===== src/rtl/riscv_pkg.sv =====
// Shared types for the core's pipeline registers.
//  - per-stage control bundles (callers pack them into preg_stage's ctrl port)
//  - the NOP control value for each stage boundary (no writes, no memory access)
//  - preg_state_e: occupancy of a preg_stage
//  - $bits-derived widths so instantiations follow the struct definitions
package riscv_pkg;

    typedef enum logic [1:0] {
        EMPTY = 2'd0,
        ONE   = 2'd1,
        FULL  = 2'd2
    } preg_state_e;

    typedef struct packed {
        logic [4:0] rs1;
        logic [4:0] rs2;
        logic       use_imm;
        logic       illegal;
    } dec_ctrl_t;

    typedef struct packed {
        logic [3:0] alu_op;
        logic       alu_src;
        logic [1:0] op_sel;
        logic       branch;
    } ex_ctrl_t;

    typedef struct packed {
        logic       rd_en;
        logic       wr_en;
        logic [1:0] size;
        logic       unsigned_ld;
    } mem_ctrl_t;

    typedef struct packed {
        logic       rf_we;
        logic [1:0] wb_sel;
    } wb_ctrl_t;

    localparam int DEC_CTRL_W = $bits(dec_ctrl_t);
    localparam int EX_CTRL_W  = $bits(ex_ctrl_t);
    localparam int MEM_CTRL_W = $bits(mem_ctrl_t);
    localparam int WB_CTRL_W  = $bits(wb_ctrl_t);

    // Control carried across each boundary: everything still needed downstream.
    localparam int IFDEC_CTRL_W = DEC_CTRL_W;
    localparam int DECEX_CTRL_W = EX_CTRL_W + MEM_CTRL_W + WB_CTRL_W;
    localparam int EXMEM_CTRL_W = MEM_CTRL_W + WB_CTRL_W;
    localparam int MEMWB_CTRL_W = WB_CTRL_W;

    localparam logic [IFDEC_CTRL_W-1:0] IFDEC_NOP_CTRL = '0;
    localparam logic [DECEX_CTRL_W-1:0] DECEX_NOP_CTRL = '0;
    localparam logic [EXMEM_CTRL_W-1:0] EXMEM_NOP_CTRL = '0;
    localparam logic [MEMWB_CTRL_W-1:0] MEMWB_NOP_CTRL = '0;

endpackage


===== src/rtl/preg_slot.sv =====
// One pipeline-register entry: valid bit plus payload and control.
//  clk, rst_n     clock, synchronous active-low reset (clears everything)
//  vld_d          next value of the valid bit (written every cycle)
//  load           capture data_d/ctrl_d; payload holds otherwise
//  data_d,ctrl_d  incoming payload / control
//  vld,data,ctrl  registered entry
module preg_slot #(
    parameter int DATA_W = 64,
    parameter int CTRL_W = 16
) (
    input  logic              clk,
    input  logic              rst_n,
    input  logic              vld_d,
    input  logic              load,
    input  logic [DATA_W-1:0] data_d,
    input  logic [CTRL_W-1:0] ctrl_d,
    output logic              vld,
    output logic [DATA_W-1:0] data,
    output logic [CTRL_W-1:0] ctrl
);

    always_ff @(posedge clk) begin
        if (!rst_n) begin
            vld  <= 1'b0;
            data <= '0;
            ctrl <= '0;
        end else begin
            vld <= vld_d;
            if (load) begin
                data <= data_d;
                ctrl <= ctrl_d;
            end
        end
    end

endmodule


===== src/rtl/preg_stage.sv =====
// Generic pipeline register between core stages with valid/ready handshake,
// optional 2-entry skid, flush and NOP-control bubbles.
//  clk, rst_n                 clock, synchronous active-low reset
//  flush_i                    drop every held entry and any same-cycle input
//  in_valid_i/in_ready_o      upstream handshake, in_data_i/in_ctrl_i payload
//  out_valid_o/out_ready_i    downstream handshake, out_data_o/out_ctrl_o head
//  occ_o                      entries held (0..2)
//  stall_cnt_o                saturating count of cycles head valid but not taken
module preg_stage
    import riscv_pkg::*;
#(
    parameter int                 DATA_W   = 64,
    parameter int                 CTRL_W   = 16,
    parameter logic [CTRL_W-1:0]  NOP_CTRL = '0,
    parameter int                 SKID     = 1,
    parameter int                 CNT_W    = 16
) (
    input  logic              clk,
    input  logic              rst_n,
    input  logic              flush_i,
    input  logic              in_valid_i,
    output logic              in_ready_o,
    input  logic [DATA_W-1:0] in_data_i,
    input  logic [CTRL_W-1:0] in_ctrl_i,
    output logic              out_valid_o,
    input  logic              out_ready_i,
    output logic [DATA_W-1:0] out_data_o,
    output logic [CTRL_W-1:0] out_ctrl_o,
    output logic [1:0]        occ_o,
    output logic [CNT_W-1:0]  stall_cnt_o
);

    localparam logic [CNT_W-1:0] CNT_MAX = '1;

    preg_state_e       state_q, state_d;
    logic              main_valid, skid_valid;
    logic [DATA_W-1:0] main_data, skid_data, main_data_d;
    logic [CTRL_W-1:0] main_ctrl, skid_ctrl, main_ctrl_d;
    logic              main_load, skid_load, main_from_skid;
    logic              in_xfer, out_xfer;

    assign in_xfer  = in_valid_i & in_ready_o;
    assign out_xfer = out_valid_o & out_ready_i;

    always_ff @(posedge clk) begin
        if (!rst_n) state_q <= EMPTY;
        else        state_q <= state_d;
    end

    always_comb begin
        state_d        = state_q;
        main_load      = 1'b0;
        skid_load      = 1'b0;
        main_from_skid = 1'b0;
        case (state_q)
            EMPTY: begin
                if (in_xfer) begin
                    state_d   = ONE;
                    main_load = 1'b1;
                end
            end
            ONE: begin
                if (in_xfer && out_xfer) begin
                    main_load = 1'b1;
                end else if (in_xfer && SKID != 0) begin
                    state_d   = FULL;
                    skid_load = 1'b1;
                end else if (out_xfer) begin
                    state_d = EMPTY;
                end
            end
            FULL: begin
                // Skid drains into main; input is blocked, keeping FIFO order.
                if (out_xfer) begin
                    state_d        = ONE;
                    main_load      = 1'b1;
                    main_from_skid = 1'b1;
                end
            end
            default: state_d = EMPTY;
        endcase
        // Flush discards the same-cycle input too, so nothing is captured.
        if (flush_i) begin
            state_d        = EMPTY;
            main_load      = 1'b0;
            skid_load      = 1'b0;
            main_from_skid = 1'b0;
        end
    end

    assign main_data_d = main_from_skid ? skid_data : in_data_i;
    assign main_ctrl_d = main_from_skid ? skid_ctrl : in_ctrl_i;

    preg_slot #(.DATA_W(DATA_W), .CTRL_W(CTRL_W)) u_main (
        .clk    (clk),
        .rst_n  (rst_n),
        .vld_d  (state_d != EMPTY),
        .load   (main_load),
        .data_d (main_data_d),
        .ctrl_d (main_ctrl_d),
        .vld    (main_valid),
        .data   (main_data),
        .ctrl   (main_ctrl)
    );

    generate
        if (SKID != 0) begin : g_skid
            preg_slot #(.DATA_W(DATA_W), .CTRL_W(CTRL_W)) u_skid (
                .clk    (clk),
                .rst_n  (rst_n),
                .vld_d  (state_d == FULL),
                .load   (skid_load),
                .data_d (in_data_i),
                .ctrl_d (in_ctrl_i),
                .vld    (skid_valid),
                .data   (skid_data),
                .ctrl   (skid_ctrl)
            );
            // Registered ready: only depends on the skid entry being free.
            assign in_ready_o = rst_n & ~skid_valid;
        end else begin : g_noskid
            assign skid_valid = 1'b0;
            assign skid_data  = '0;
            assign skid_ctrl  = '0;
            assign in_ready_o = rst_n & (out_ready_i | ~main_valid);
        end
    endgenerate

    assign out_valid_o = main_valid;
    assign out_data_o  = main_data;
    assign out_ctrl_o  = (rst_n & main_valid) ? main_ctrl : NOP_CTRL;
    assign occ_o       = {1'b0, main_valid} + {1'b0, skid_valid};

    always_ff @(posedge clk) begin
        if (!rst_n)
            stall_cnt_o <= '0;
        else if (out_valid_o && !out_ready_i && stall_cnt_o != CNT_MAX)
            stall_cnt_o <= stall_cnt_o + 1'b1;
    end

endmodule

===== config.mk =====
export PLATFORM = sky130hd
export DESIGN_NAME = preg_stage
export DESIGN_NICKNAME = d
export VERILOG_FILES = /design/src/rtl/riscv_pkg.sv /design/src/rtl/preg_slot.sv /design/src/rtl/preg_stage.sv
export SDC_FILE = /design/constraint.sdc
export NUM_CORES = 1
export LEC_CHECK = 0
export CAP_MARGIN = 20
export CORE_AREA = 3 3 128 130
export DETAILED_ROUTE_END_ITERATION = 8
export DIE_AREA = 0 0 131 133
export PLACE_DENSITY = 0.81
export SETUP_SLACK_MARGIN = 0.4
export SYNTH_ARGS = -nofsm -noshare
export SYNTH_HDL_FRONTEND = slang
export SYNTH_SLANG_ARGS = --single-unit

===== constraint.sdc =====
create_clock -name clk -period 2 [get_ports clk]
set_input_delay 0.6 -clock clk [delete_from_list [all_inputs] [get_ports clk]]
set_output_delay 0.6 -clock clk [all_outputs]
set_load 0.05 [all_outputs]

==> metrics.yaml <==
place_congestion: 0.845
worst_setup_path_start_kind: "register"
antenna_found_initial: 0
synth-edff-count: 0
crit_type: "register to register"
grt_max_degree: 94
syn_to_final_growth_pct: 71.3
worstMarginPinSlew_ns: 0.577
crit_required_ns: 2.32
relSlewSlack: 0.615
final_net_count: 1172
path_cells: "buf_4, buf_8, a21bo_4, buf_6, nor3b_4, buf_6, buf_12, o31ai_1, a21oi_1"
syn_avg_cell_area_sq_um: 8.83
netlist_instances: 858
fillers: 735
clock_sinks: 180
cts_root_buffer: "clkbuf_16"
clk_latency_ns: 0.44
grt_pass1_vias: 7025
pin_count: 185
fin_cells: 1309
maxSlewViolCount: 0
drive_above_1_share: 0.418
grt_setup_unrepaired: "yes"
fin_area_sq_um: 13000
placedCellCount: 1234
hold_violations: 0
peakVddDrop_uv: 635
drtIter0Drc: 581
cp_slowest_cell: "dfxtp_4"
drt-total-wl_microns: 28200
period_share: 0.977
seq_area_frac_synth: 0.476
fp.dieW_microns: 131
core_sq_um: 15300
grt_use_total: 0.251
overflow: 0
cp_data_arrival_time_ns: 2.27
min_path_type: "register to register"
synth_ff_type: "dfxtp_1"
synth-seq-cells: 180
multi_input_area_sq_um: 4700
num_vias: 7822
viasPerCell: 5.98
place.port_buffers: 184
placed_cell_area_sq_um: 10200
worstSetupEndpointType: "register"
leakage_nw: 4.66
wire_per_inst_microns: 21.5
syn_area_sq_um: 7580
fmax_ghz: 0.512
drv_cap: 0
fp-row-count: 45
die_y_microns: 133
register_area_sq_um: 3740
finClkSkew_ns: 0.0105
ys_warn_count: 0
clk_path_buf_depth: 2
dpl.hpwl_microns: 13900
crit_top_cell: "buf_6"
critPathMaxFanout: 7
h-tree-depth: 4
path_clk_slew_ns: 0.07
ant_nets: 0
slowest_delay_ns: 0.37
fin_setup_tns_ns: 0
cts_hold_buffers: 0
cts_buffers: 17
cts_tree: "done"
fin_crit_ns: 1.95
fin_util: 0.851
outcome: "completed"
drc_errors: 0
setup_viol: 0
grt_first_pass_wirelength_microns: 35400
synth_cell_types: 42
start_util: 0.497
synthArstFlopShare: 0
die-area_sq_um: 17400
antenna_cells: 0
dr.pass1.iters: 5
power.density_nw_per_um2: 644
postSynthNetCount: 945
[synthesized netlist by cell type, types with 2 or more instances]
master    count  area (sq um)
o21ai_1       2          10.0
nor3_1        4          20.0
nor4_2        2          25.0
clkbuf_1     33           124
o41ai_1       2          17.5
nor4_1        2          12.5
buf_8         2          30.0
buf_4         2          15.0
or4_1         5          37.5
ha_1          2          25.0
nand2b_1      6          37.5
mux2i_1      84           841
buf_2        35           175
o31ai_1      85           638
or3_1         2          12.5
and4b_1       3          30.0
nand2_1     168           631
and3_1       17           106
nand3b_1      4          30.0
a221oi_1      2          17.5
o21ai_0       2          10.0
a21oi_1     175           876
nor2_1        9          33.8
nor3b_1       2          15.0
nand3_1       5          25.0
clkbuf_4      4          30.0
nand4_1       3          18.8
dfxtp_1     180          3600
inv_1         3          11.3
[layout make-up]
cell class              instances  area share
multi-input cells             597       0.362
clock buffers                  18      0.0331
well taps                     211      0.0203
flip-flops and latches        180       0.288
inverters                       4     0.00212
clock inverters                14      0.0113
repair buffers                285       0.283
[logic make-up (layout without fill, tap and decap cells)]
logic type | count (synthesis) | in the layout | share of synthesized area
mux | 84 | 84 | 0.111
compound gates | 272 | 272 | 0.212
fa+ha+maj | 2 | 2 | 0.00330
flops | 180 | 180 | 0.476
buf+inv | 81 | 321 | 0.0528
simple gates | 239 | 239 | 0.145
[stage by stage]
stage	hold slack (ns)	worst slack, ns	total power, mW
finish	0.456	0.0456	8.36
global route	0.471	-0.0186	8.55
CTS	0.456	0.0732	8.04
detailed placement	0.446	-0.444	4.78
global placement	0.441	-0.390	4.77
floorplan	0.433	0.157	4.33
[report_power, final]
part / internal (mW) / switching, mW
clock network: 1.76 / 1.58
logic: 0.563 / 0.689
registers: 3.66 / 0.103
[final timing paths]
| check | startpoint | endpoint | slack [ns] | depth (start not counted) |
|---|---|---|---|---|
| worst max-delay path | u_main.vld$_SDFF_PN0_ | u_main.data[13]$_SDFFE_PN0P_ | 0.05 | 9 |
| worst min-delay path | g_skid.u_skid.data[6]$_SDFFE_PN0P_ | g_skid.u_skid.data[6]$_SDFFE_PN0P_ | 0.46 | 2 |
| worst max register to register | u_main.vld$_SDFF_PN0_ | u_main.data[13]$_SDFFE_PN0P_ | 0.05 | 9 |
| worst min register to register | g_skid.u_skid.data[6]$_SDFFE_PN0P_ | g_skid.u_skid.data[6]$_SDFFE_PN0P_ | 0.46 | 2 |
[per-layer routing]
layer | share of wire | track usage
met5 | 0 | 0
met4 | 0.040 | 0.0977
met3 | 0.058 | 0.0480
met2 | 0.51 | 0.412
met1 | 0.39 | 0.324
[cell usage in the layout (no fill, tap or decap), drive strengths merged, types with 4 or more instances in the layout]
cell / netlist / routed
a21oi: 175 / 175
and3: 17 / 17
buf: 40 / 190
clkbuf: 37 / 30
clkdlybuf4s50: 0 / 80
clkinvlp: 0 / 4
dfxtp: 180 / 180
inv: 4 / 10
mux2i: 84 / 84
nand2: 168 / 168
nand2b: 6 / 6
nand3: 5 / 5
nand3b: 4 / 4
nor2: 9 / 9
nor3: 5 / 5
nor4: 4 / 4
o21ai: 4 / 4
o31ai: 85 / 85
or4: 5 / 5
[worst max-delay path, delay by kind of cell (launching register included)]
kind	cells	cell delay, ns
buf+inv	5	0.68
compound gates	3	0.62
flops	1	0.37
simple gates	1	0.15
[repair_timing]
action / in CTS / in global routing
setup buffers: 4 / 23
pin swaps: 1 / 25
setup endpoints to repair: 227 / 267
cloned: 3 / 13
gates resized for setup: 30 / 361
[registers in the layout, summed over array words and instances (netlist names)]
signal,cells
g_skid.u_skid.data,64
u_main.data,64
g_skid.u_skid.ctrl,16
stall_cnt_o,16
u_main.ctrl,16
state_q,2
g_skid.u_skid.vld,1
u_main.vld,1
Note: power is estimated with default switching activity, not from simulation.
